[src/rtl/mem_block_mover_pkg.sv]
// Shared definitions for the memory block mover: state encoding and default widths.
package mem_block_mover_pkg;

  localparam int unsigned MOVER_ADDR_W = 12;
  localparam int unsigned MOVER_WORD_W = 12;

  typedef enum logic [1:0] {
    IDLE,
    RD,
    WR,
    FIN
  } Mover_states_t;

endpackage

[src/rtl/mem_block_mover.sv]
// Bus master that copies a block of words one read/write pair at a time, ascending order.
// Optional running checksum of written words when MEM_MOVER_CHECKSUM_EN is defined.
module mem_block_mover
  import mem_block_mover_pkg::*;
#(
  parameter int unsigned ADDR_W = MOVER_ADDR_W,
  parameter int unsigned WORD_W = MOVER_WORD_W
) (
  input  logic              clock,
  input  logic              reset,
  input  logic              start,
  input  logic [ADDR_W-1:0] src_addr,
  input  logic [ADDR_W-1:0] dst_addr,
  input  logic [ADDR_W:0]   length,
  input  logic              abort,
  output logic              busy,
  output logic              done,
  output logic              aborted,
  output logic [ADDR_W-1:0] address,
  output logic              read_enable,
  output logic              write_enable,
  output logic [WORD_W-1:0] write_data,
`ifdef MEM_MOVER_CHECKSUM_EN
  output logic [WORD_W-1:0] checksum,
`endif
  input  logic [WORD_W-1:0] read_data,
  input  logic              mem_finished
);

  Mover_states_t state_q, state_d;

  logic [ADDR_W-1:0] sp_q, sp_d;
  logic [ADDR_W-1:0] dp_q, dp_d;
  logic [ADDR_W:0]   rem_q, rem_d;
  logic [WORD_W-1:0] hold_q, hold_d;
  logic              abort_q, abort_d;
  logic              aborted_q, aborted_d;
  logic              abort_hit;

  logic              busy_q, busy_d;
  logic              done_q, done_d;
  logic              re_q, re_d;
  logic              we_q, we_d;
  logic [ADDR_W-1:0] address_q, address_d;
  logic [WORD_W-1:0] write_data_q, write_data_d;

  always_comb begin
    state_d   = state_q;
    sp_d      = sp_q;
    dp_d      = dp_q;
    rem_d     = rem_q;
    hold_d    = hold_q;
    aborted_d = aborted_q;
    // An abort arriving in the same cycle as the completion still counts.
    abort_hit = abort_q | (abort & busy_q);
    abort_d   = abort_hit;

    unique case (state_q)
      IDLE: begin
        abort_d = 1'b0;
        if (start) begin
          aborted_d = 1'b0;
          if (length != '0) begin
            sp_d    = src_addr;
            dp_d    = dst_addr;
            rem_d   = length;
            state_d = RD;
          end else begin
            state_d = FIN;
          end
        end
      end
      RD: begin
        if (mem_finished) begin
          hold_d = read_data;
          if (abort_hit) begin
            aborted_d = 1'b1;
            state_d   = FIN;
          end else begin
            state_d = WR;
          end
        end
      end
      WR: begin
        if (mem_finished) begin
          sp_d  = sp_q + ADDR_W'(1);
          dp_d  = dp_q + ADDR_W'(1);
          rem_d = rem_q - (ADDR_W + 1)'(1);
          if (abort_hit) begin
            aborted_d = 1'b1;
          end
          if (abort_hit || rem_q == (ADDR_W + 1)'(1)) begin
            state_d = FIN;
          end else begin
            state_d = RD;
          end
        end
      end
      FIN: begin
        abort_d = 1'b0;
        state_d = IDLE;
      end
      default: begin
        state_d = IDLE;
      end
    endcase

    // Outputs are registered, so they are derived from the next state.
    busy_d       = (state_d == RD) || (state_d == WR);
    done_d       = (state_d == FIN);
    re_d         = (state_d == RD);
    we_d         = (state_d == WR);
    address_d    = address_q;
    write_data_d = write_data_q;
    if (state_d == RD) begin
      address_d = sp_d;
    end else if (state_d == WR) begin
      address_d    = dp_d;
      write_data_d = hold_d;
    end
  end

  always_ff @(posedge clock) begin
    if (reset) begin
      state_q      <= IDLE;
      sp_q         <= '0;
      dp_q         <= '0;
      rem_q        <= '0;
      hold_q       <= '0;
      abort_q      <= 1'b0;
      aborted_q    <= 1'b0;
      busy_q       <= 1'b0;
      done_q       <= 1'b0;
      re_q         <= 1'b0;
      we_q         <= 1'b0;
      address_q    <= '0;
      write_data_q <= '0;
    end else begin
      state_q      <= state_d;
      sp_q         <= sp_d;
      dp_q         <= dp_d;
      rem_q        <= rem_d;
      hold_q       <= hold_d;
      abort_q      <= abort_d;
      aborted_q    <= aborted_d;
      busy_q       <= busy_d;
      done_q       <= done_d;
      re_q         <= re_d;
      we_q         <= we_d;
      address_q    <= address_d;
      write_data_q <= write_data_d;
    end
  end

  assign busy         = busy_q;
  assign done         = done_q;
  assign aborted      = aborted_q;
  assign address      = address_q;
  assign read_enable  = re_q;
  assign write_enable = we_q;
  assign write_data   = write_data_q;

`ifdef MEM_MOVER_CHECKSUM_EN
  logic [WORD_W-1:0] checksum_q, checksum_d;

  always_comb begin
    checksum_d = checksum_q;
    if (state_q == IDLE && start) begin
      checksum_d = '0;
    end else if (state_q == WR && mem_finished) begin
      checksum_d = checksum_q + hold_q;
    end
  end

  always_ff @(posedge clock) begin
    if (reset) begin
      checksum_q <= '0;
    end else begin
      checksum_q <= checksum_d;
    end
  end

  assign checksum = checksum_q;
`endif

endmodule

[config.mk]
export PLATFORM = sky130hd
export DESIGN_NAME = mem_block_mover
export DESIGN_NICKNAME = d
export VERILOG_FILES = /design/src/rtl/mem_block_mover_pkg.sv /design/src/rtl/mem_block_mover.sv
export SDC_FILE = /design/constraint.sdc
export NUM_CORES = 1
export LEC_CHECK = 0
export CORE_ASPECT_RATIO = 2
export CORE_MARGIN = 5
export CORE_UTILIZATION = 51
export DETAILED_ROUTE_END_ITERATION = 6
export HOLD_SLACK_MARGIN = 0.02
export PLACE_DENSITY_LB_ADDON = 0.12
export SLEW_MARGIN = 20
export SYNTH_ARGS = -nofsm -noshare
export SYNTH_HDL_FRONTEND = slang
export SYNTH_SLANG_ARGS = --single-unit
[constraint.sdc]
create_clock -name clock -period 3.5 [get_ports clock]
set_clock_uncertainty 0.2 [all_clocks]
set_input_delay 0.525 -clock clock [delete_from_list [all_inputs] [get_ports clock]]
set_output_delay 0.525 -clock clock [all_outputs]
set_load 0.05 [all_outputs]
==> results of run 1 <==
cell usage in the layout, fill, tap and decap left out, drive strengths merged, types with 4 or more instances in the layout:
cell | Yosys | layout
a31oi | 6 | 6
nand2 | 24 | 24
o31ai | 6 | 6
mux2i | 16 | 16
nor3 | 8 | 8
ha | 11 | 11
a21oi | 33 | 33
nor4 | 14 | 14
nand4 | 7 | 7
o221ai | 12 | 12
or3b | 14 | 14
a221oi | 11 | 11
o21ai | 17 | 17
a41oi | 14 | 14
dfxtp | 81 | 81
a211oi | 17 | 17
nor2b | 9 | 9
clkbuf | 30 | 9
nand2b | 4 | 4
clkdlybuf4s50 | 0 | 81
and4 | 4 | 4
nand3 | 11 | 11
nor2 | 62 | 62
buf | 9 | 16
inv | 8 | 11
metal layers:
layer | share of wire | GRT usage | up-vias
met1 | 0.44 | 0.300 | 1802
met5 | 0 | 0 | -
li1 | - | - | 1897
met2 | 0.45 | 0.322 | 163
met3 | 0.082 | 0.0496 | 19
met4 | 0.021 | 0.0801 | 0
sequential cells by signal, summed over array words and instances (netlist names), 2 cells and up:
register	flops
write_data	12
sp_q	12
rem_q	13
state_q	2
hold_q	12
dp_q	12
address	12
cell type report:
type | instances | area share
clock buffers | 9 | 0.0426
repair buffers | 97 | 0.178
clock inverters | 7 | 0.0192
flip-flops and latches | 81 | 0.307
well taps | 96 | 0.0227
multi-input cells | 335 | 0.425
inverters | 8 | 0.00568
power groups by stage:
stage	clock, uW	combinational, uW	sequential, uW
after floorplan	0	1470	1790
after global placement	0	2540	1430
after detailed placement	0	2550	1440
after CTS	1050	2570	1420
after global routing	1080	2800	1460
final	1030	2560	1420
kinds of logic (layout without fill, tap and decap cells):
| kind of cell | count (synthesis) | in the layout |
|---|---|---|
| buf+inv | 47 | 121 |
| flops | 81 | 81 |
| compound gates | 137 | 137 |
| mux | 16 | 16 |
| fa+ha+maj | 11 | 11 |
| simple gates | 171 | 171 |
path summary, 6_finish.rpt:
kind	to	slack [ns]	depth (start not counted)
worst max-delay path	address[2]	0.27	8
worst min-delay path	write_data[3]	0.29	2
worst max register to register	address[2]	0.27	8
worst min register to register	write_data[3]	0.29	2
stage by stage:
step | hold slack, ns | setup slack [ns] | util | power (uW) | instance area (sq um)
floorplan | 0.261 | 0.374 | - | 3250 | 4050
global placement | 0.273 | 0.0308 | 0.634 | 3980 | 4960
detailed placement | 0.282 | 0.0129 | 0.634 | 3990 | 4960
CTS | 0.289 | 0.272 | 0.676 | 5040 | 5290
global route | 0.304 | 0.131 | 0.676 | 5350 | 5290
finish | 0.287 | 0.270 | 0.676 | 5010 | 5290
worst max-delay path, delay by kind of cell (launching register included):
kind,cells,cell delay [ns]
simple gates,4,1.87
fa+ha+maj,1,0.20
compound gates,3,0.51
flops,1,0.35
==> key figures, run 1 <==
Worst hold path
  • Hold Startpoint: write_data[3]
  • Hold crit path type: reg2reg

CTS
  • CTS Hold Bufs: 0
  • Clock buffer depth: 2
  • CTS Buf Count: 9
  • Buffer count from post-CTS setup fixing: 0
  • Worst-Skew Late Latency: between 0.3 and 0.4 ns
  • Root buffer cell: clkbuf_16
  • # resized after CTS: 0
  • CTS tree: done
  • Htree depth: 3
  • CTS clk-pin slew, worst paths: ~0.06 ns
  • CTS sink cnt: slightly above 80

Synthesis
  • Synth cell count leaders: dfxtp_1, nor2_1, a21oi_1
  • Post-Synth Simple-Gate Area: 0.231
  • Combinational family with the most area after synthesis: compound AO/OA/AOI/OAI gates
  • Syn_area_per_cell: roughly 9 sq um
  • Most common cell in the netlist: dfxtp_1
  • Synth Area in XOR/XNOR: 0
  • Synth Area in Adders: 0.0340
  • Ys Warns: 0
  • Top FF cell, synth: dfxtp_1
  • Cell variety after synth: between 50 and 60
  • Ys async rst share: 0
  • Cells after Synth: roughly 460
  • Dominant cell type by area after synthesis: dfxtp_1
  • Post-synthesis sequential area ratio: 0.400
  • Synth area leaders: dfxtp_1, nor2_1, a21oi_1
  • Number of synthesized flops with an enable pin: 0
  • Yosys top cell area share: 0.400
  • Post-synthesis compound-gate area fraction: 0.249
  • Synthesized net count: about 530
  • #FFs+latches synth: 81
  • Multiplexer area fraction after synthesis: 0.0395
  • Cell Area, Synth: 4050 sq um

Global routing
  • Number of global-route vias before repair: roughly 3500
  • Largest net degree at the start of global routing: 33
  • First-pass GRT wire length: around 17 mm
  • GRT overflow: 0
  • Tot GR Track Use: 0.216
  • Antenna violations before repair: 0

Finish
  • Reg area: ~1600 sq um
  • ANT cells: 0
  • Multi-input gate area: around 2300 sq um
  • Fillers: 663
  • Area grow syn2layout: 30.5%
  • Finished Layout Cells: 633
  • Layout cells sized above 1: 0.119
  • Nets: between 500 and 600

Floorplanning
  • Core Area: 7830 sq um
  • Die extent in y: approximately 140 um
  • Num rows: between 40 and 50
  • Starting Density: 0.518
  • Ports: 83
  • DIE AREA: 9940 sq um
  • Die span in x: 73.0 um

Power and ir drop
  • Switch share: 0.437
  • Seq pwr share: 0.284
  • Power Dens Cells: between 900 and 1000 nW/um^2
  • LEAKAGE: around 0.0020 uW
  • Clock power share: 0.205
  • Switching power: around 2200 uW
  • Combinational cell fraction of total power: 0.512
  • Peak VDD IR: between 0.0007 and 0.0008 V
  • P_int: 2820 uW

Timing
  • Final setup violation count: 0
  • Fmax: around 310 MHz
  • Final min period: about 3.2 ns
  • Final period utilization: 0.923
  • Hold Fails Final Rpt: 0
  • Slew headroom: 0.529
  • Least-Margin Pin Slew: between 0.7 and 0.8 ns
  • Setup TNS: 0 ns
  • Max Slew Vio Count: 0
  • RSZ-0062 raised after global routing: false

Worst setup path
  • CP endpoint kind: flop
  • CP required: ~3.6 ns
  • Startpoint Class: flop
  • CP max FO: 12
  • CP max stage delay: 0.64 ns
  • CP Cell Sequence: or4_1, nor3_2, a41o_1, a211oi_1, or3_1, ha_1, or3b_2, o221ai_1
  • WS Path Type: reg2reg
  • R2r startpoint: rem_q[5]
  • CP arrival: 3.28 ns
  • Crit. Startpoint: rem_q[5]
  • Slowest CP cell: or4_1

Route
  • Pre-antenna DRT Iters: 5
  • WL/cell: 16.7 um
  • Initial DRC count: a little under 400
  • Post-route ant nets: 0
  • Vias: a little under 4000
  • DRC: 0
  • Via density: 6.13
  • WL final: roughly 11 mm

Placed design
  • Placed Cells incl. Taps: 617
  • Routability congestion estimate: approximately 0.83
  • Post-DP HPWL: about 7.4 mm
  • PortBufs: around 80

Job
  • Maxcap violations: 0

Run status
  • Status: complete, no violations
(Power assumes the default switching activity.)
==> inputs of run 2 (changes only) <==
ABC_CLOCK_PERIOD_IN_PS = 3500   (was unset)
==> results of run 2 <==
Final layout, timing and power as in run 1 (identical DEF).
